## config.mk

```make
export PLATFORM = sky130hd
export DESIGN_NAME = xnor_pop_scheduler
export DESIGN_NICKNAME = d
export VERILOG_FILES = /design/src/rtl/xnor_pop_scheduler.sv
export SDC_FILE = /design/constraint.sdc
export NUM_CORES = 1
export LEC_CHECK = 0
export BUFFER_PORTS_ARGS = -buffer_cell sky130_fd_sc_hd__buf_2
export CELL_PAD_IN_SITES_DETAIL_PLACEMENT = 1
export CELL_PAD_IN_SITES_GLOBAL_PLACEMENT = 2
export CORE_UTILIZATION = 30
export DETAILED_ROUTE_END_ITERATION = 12
export PLACE_DENSITY_LB_ADDON = 0.1
export SETUP_SLACK_MARGIN = 0.02
export SLEW_MARGIN = 5
export SYNTH_ARGS = -nofsm -noshare
export SYNTH_HDL_FRONTEND = slang
export SYNTH_SLANG_ARGS = --single-unit
```

## constraint.sdc

```tcl
create_clock -name clk -period 3.4 [get_ports clk]
set_clock_uncertainty 0.1 [all_clocks]
set_input_delay 0.51 -clock clk [delete_from_list [all_inputs] [get_ports clk]]
set_output_delay 0.51 -clock clk [all_outputs]
set_load 0.005 [all_outputs]
```

## src/rtl/xnor_pop_scheduler.sv

```systemverilog
// xnor_pop_scheduler
// Drives one time-multiplexed binary neuron over a single XNOR-popcount slice.
// Each accepted start walks the chunk addresses 0..NUM_CHUNKS-1, one per cycle.
// It accumulates the popcount that returns one cycle later for each chunk.
// The final total is compared against the threshold captured at start.
// The result is published with a one-cycle done pulse.

module xnor_pop_scheduler #(
    parameter int CHUNK      = 64,
    parameter int NUM_CHUNKS = 9,
    parameter int POP_W      = $clog2(CHUNK + 1),
    parameter int ACC_W      = $clog2(CHUNK * NUM_CHUNKS + 1),
    parameter int IDX_W      = (NUM_CHUNKS > 1) ? $clog2(NUM_CHUNKS) : 1
) (
    input  logic             clk,
    input  logic             rst,
    input  logic             start,
    input  logic [ACC_W-1:0] threshold,
    output logic             busy,
    output logic             rd_en,
    output logic [IDX_W-1:0] rd_addr,
    input  logic [POP_W-1:0] pop_in,
    output logic             done,
    output logic [ACC_W-1:0] acc_out,
    output logic             bit_out
);

    typedef enum logic [1:0] {
        IDLE  = 2'd0,
        RUN   = 2'd1,
        DRAIN = 2'd2
    } state_t;

    localparam logic [IDX_W-1:0] LAST_IDX = IDX_W'(NUM_CHUNKS - 1);
    localparam logic [IDX_W-1:0] IDX_ONE  = IDX_W'(1);

    state_t           state;
    logic [ACC_W-1:0] acc;
    logic [ACC_W-1:0] thr_latched;
    logic [ACC_W-1:0] acc_sum;
    logic [IDX_W-1:0] idx;
    logic             vld;

    // The chunk index register doubles as the read address; it is only non-zero during RUN
    assign rd_addr = idx;

    // Running total including the popcount currently presented by the datapath
    always_comb begin
        acc_sum = acc + ACC_W'(pop_in);
    end

    // Control FSM, read-valid pipeline, accumulator and result registers
    always_ff @(posedge clk) begin
        if (rst) begin
            state       <= IDLE;
            busy        <= 1'b0;
            rd_en       <= 1'b0;
            done        <= 1'b0;
            bit_out     <= 1'b0;
            acc_out     <= '0;
            acc         <= '0;
            idx         <= '0;
            thr_latched <= '0;
            vld         <= 1'b0;
        end else begin
            done <= 1'b0;
            vld  <= rd_en;
            if (vld) begin
                acc <= acc_sum;
            end
            case (state)
                IDLE: begin
                    if (start) begin
                        thr_latched <= threshold;
                        acc         <= '0;
                        idx         <= '0;
                        rd_en       <= 1'b1;
                        busy        <= 1'b1;
                        state       <= RUN;
                    end
                end
                RUN: begin
                    if (idx == LAST_IDX) begin
                        idx   <= '0;
                        rd_en <= 1'b0;
                        state <= DRAIN;
                    end else begin
                        idx <= idx + IDX_ONE;
                    end
                end
                DRAIN: begin
                    acc_out <= acc_sum;
                    bit_out <= (acc_sum >= thr_latched);
                    done    <= 1'b1;
                    busy    <= 1'b0;
                    state   <= IDLE;
                end
                default: begin
                    rd_en <= 1'b0;
                    busy  <= 1'b0;
                    idx   <= '0;
                    state <= IDLE;
                end
            endcase
        end
    end

endmodule

```

==> metrics.cfg <==
[synth]
muxShareOfSynthArea_pct=2.28
ys_seq_area_share_pct=37.4
synth_compound_area_share_pct=18.0
synthTopCellsByArea=dfxtp_1, ha_1, nor2_1
syn_area_mm2=0.00219
synthFlopType=dfxtp_1
ys_warn_count=0
syn-num-nets=289
synth_seq_cells=41
syn_inst=249
yosysMostFrequentCell=dfxtp_1
async_flop_share_pct=0
synthSimpleGateAreaFrac_pct=20.3
yosys.area.top_type_share_pct=37.4
synth_edf_count=0
synth_common_cells=dfxtp_1, nor2_1, nand2_1, ha_1, a21oi_1
yosys.cell_types.count=50
synth_fa_ha_area_share_pct=11.8
synth_top_area_cell=dfxtp_1
synth_top_family_by_area=simple AND/OR/NAND/NOR gates
synth_area_per_cell_um2=8.80
synth_xor_area_share_pct=4.68

[worst_setup_path]
worst-path-max-fanout=3
start_kind=input pin
crit_buf_inv=1
r2r-end=bit_out
cpPeakStageDelay_ns=0.42
worstRegToRegCells=10
r2r_slack_ns=0.76
cp_slowest_cell=fa_1
worst_path_dominant_cell_family=compound AO/OA/AOI/OAI gates
endpoint_kind=register
criticalPathCategory=input pin to register
crit_required_ns=3.50
r2r-start=acc[0]
cp.arrival_ns=2.75
cp_cell_sequence=buf_2 -> ha_1 -> fa_1 -> a21oi_1 -> o21bai_1 -> xor2_1 -> ha_1 -> a21o_1 -> a21oi_1 -> o2111ai_1 -> o21a_1

[placed_design]
dp_hpwl_um=3980
post_dp_cell_area_mm2=0.00245
io_buffers=37
routabilityCongestion=0.734

[clocking]
cts_tree=done
cts_resized=0
cts.htree.levels=2
ctsHoldBuffers=0
cts_made_buffers=5
insertion_delay_ns=0.30
clockBufferDepth=2
cts_setup_buffers=0
clock-root-buffer=clkbuf_8
clock-sinks=41
path_clk_slew_ns=0.09

[floorplanning]
start_util_pct=31.6
num_rows=30
die_area_mm2=0.00765
die_w_um=87.5
ioPinCount=38
die_h_um=87.5
core_area_mm2=0.00694

[timing]
final-hold-violation-count=0
rsz0062_at_grt=no
fin_crit_sh_pct=78.0
maxSlewViolCount=0
tns_ns=0
max_clock_freq_ghz=0.377
fin_crit_ns=2.65
worst-slew-pin-transition_ns=1.04
slew_headroom_pct=30.4
final-setup-viol-count=0

[run]
drv_cap=0

[detailed_routing]
routedWlPerCell_um=13.8
dr.pass1.iters=4
viasPerCell=4.73
post-route-drc-count=0
wl_um=5270
dr_total_vias=1805
postRouteAntennaNets=0
drt-initial-drc-count=36

[finish]
fin_nets=325
layout-drive-gt1-share_pct=22.4
num_antenna_cells=0
stdcell_area_mm2=0.00256
area_growth_pct=16.6

[power_and_ir_drop]
p_leak_nw=1.11
pwr-share-comb_pct=15.4
p_sw_share_pct=27.4
switching_power_w=0.000284
power_density_mw_per_mm2=404
seqPwrFrac_pct=49.9
intPower_w=0.000750
vdd_drop_max_mv=0.163
p_clk_share_pct=34.7

[hold_path]
hold_end=thr_latched[8]
hold_depth=3
worstHoldStart=threshold[8]
hp-class=input pin to register

[global_routing]
grt_pass1_wl_um=8780
grt_use_total_pct=15.3
grt_pass1_vias=1777
grt_max_degree=23
overflow=0
antenna_found_initial=0

[status]
status=finished clean

==> kinds of logic after synthesis <==
kind of cell,Yosys count
AND/OR/NAND/NOR,90
adder cells (fa/ha/maj),20
multiplexers,5
buffers and inverters,26
AO/OA/AOI/OAI,57
XOR/XNOR,10
flip-flops,41
==> how the worst max path moves through the flow <==
stage / start / end / slack [ns] / cells after the start
floorplan: pop_in[0] / bit_out / 0.72 / 10
global placement: pop_in[0] / bit_out / 0.43 / 11
detailed placement: pop_in[0] / bit_out / 0.43 / 11
CTS: acc[0] / bit_out / 0.74 / 10
global route: acc[0] / bit_out / 0.54 / 10
finish: pop_in[0] / bit_out / 0.75 / 11
==> through the flow <==
stage / utilization (%) / setup WS [ns] / hold slack, ns / total power [W] / instances
3_5_place_dp: 35.4 / 0.430 / 0.344 / 0.000690 / 374
5_1_grt: 36.8 / 0.543 / 0.301 / 0.00110 / 382
4_1_cts: 36.8 / 0.740 / 0.297 / 0.00106 / 382
2_1_floorplan: - / 0.719 / 0.344 / 0.000640 / 249
6_report: 36.8 / 0.747 / 0.301 / 0.00103 / 382
3_3_place_gp: 35.4 / 0.435 / 0.329 / 0.000688 / 374
==> layout make-up <==
class | instances | area [um^2]
multi-input combinational | 182 | 1250
sequential | 41 | 821
timing repair buffer | 40 | 208
inverter | 15 | 56.3
clock buffer | 7 | 96.3
fill | 863 | 4390
clock inverter | 1 | 5.00
tap | 96 | 120
==> flip-flops by register name, summed over array words and instances (netlist names) <==
name / flops
acc: 10
acc_out: 10
bit_out: 1
busy: 1
done: 1
rd_addr: 4
rd_en: 1
state: 2
thr_latched: 10
vld: 1
==> cell usage in the layout, fill, tap and decap left out, types with 2 or more instances in the layout <==
cell	count
dfxtp_1	41
buf_2	37
nor2_1	30
nand2_1	26
ha_1	19
a21oi_1	18
inv_1	14
o21ai_1	7
o21ai_0	7
clkbuf_8	7
nand3_1	6
xor2_1	5
nor2b_1	5
mux2i_1	5
a21o_1	4
nand3b_1	4
xnor2_1	3
nand2b_1	3
nor3_1	3
o21a_1	3
buf_4	3
a21oi_2	2
o211ai_2	2
xnor2_2	2
o2111ai_1	2
nand4b_1	2
a211oi_1	2
==> worst min-delay path, cell delays in order <==
cell and delay [ns]:
buf_2 0.07, nand2_1 0.04, o21ai_0 0.05
==> per-layer routing <==
metal	up-vias	part of all wire [%]	GRT usage, %
li1	924	-	-
met1	849	52	21.1
met2	25	43	23.6
met3	7	3.1	3.32
met4	0	1.4	5.37
met5	-	0	0
==> power by group through the flow <==
stage / registers, W / logic, W / clock network (W)
5_1_grt: 0.000518 / 0.000182 / 0.000397
2_1_floorplan: 0.000518 / 0.000122 / 0
3_3_place_gp: 0.000527 / 0.000161 / 0
4_1_cts: 0.000516 / 0.000164 / 0.000375
3_5_place_dp: 0.000527 / 0.000163 / 0
6_report: 0.000516 / 0.000159 / 0.000359
Power figures use the tool's default switching activity.
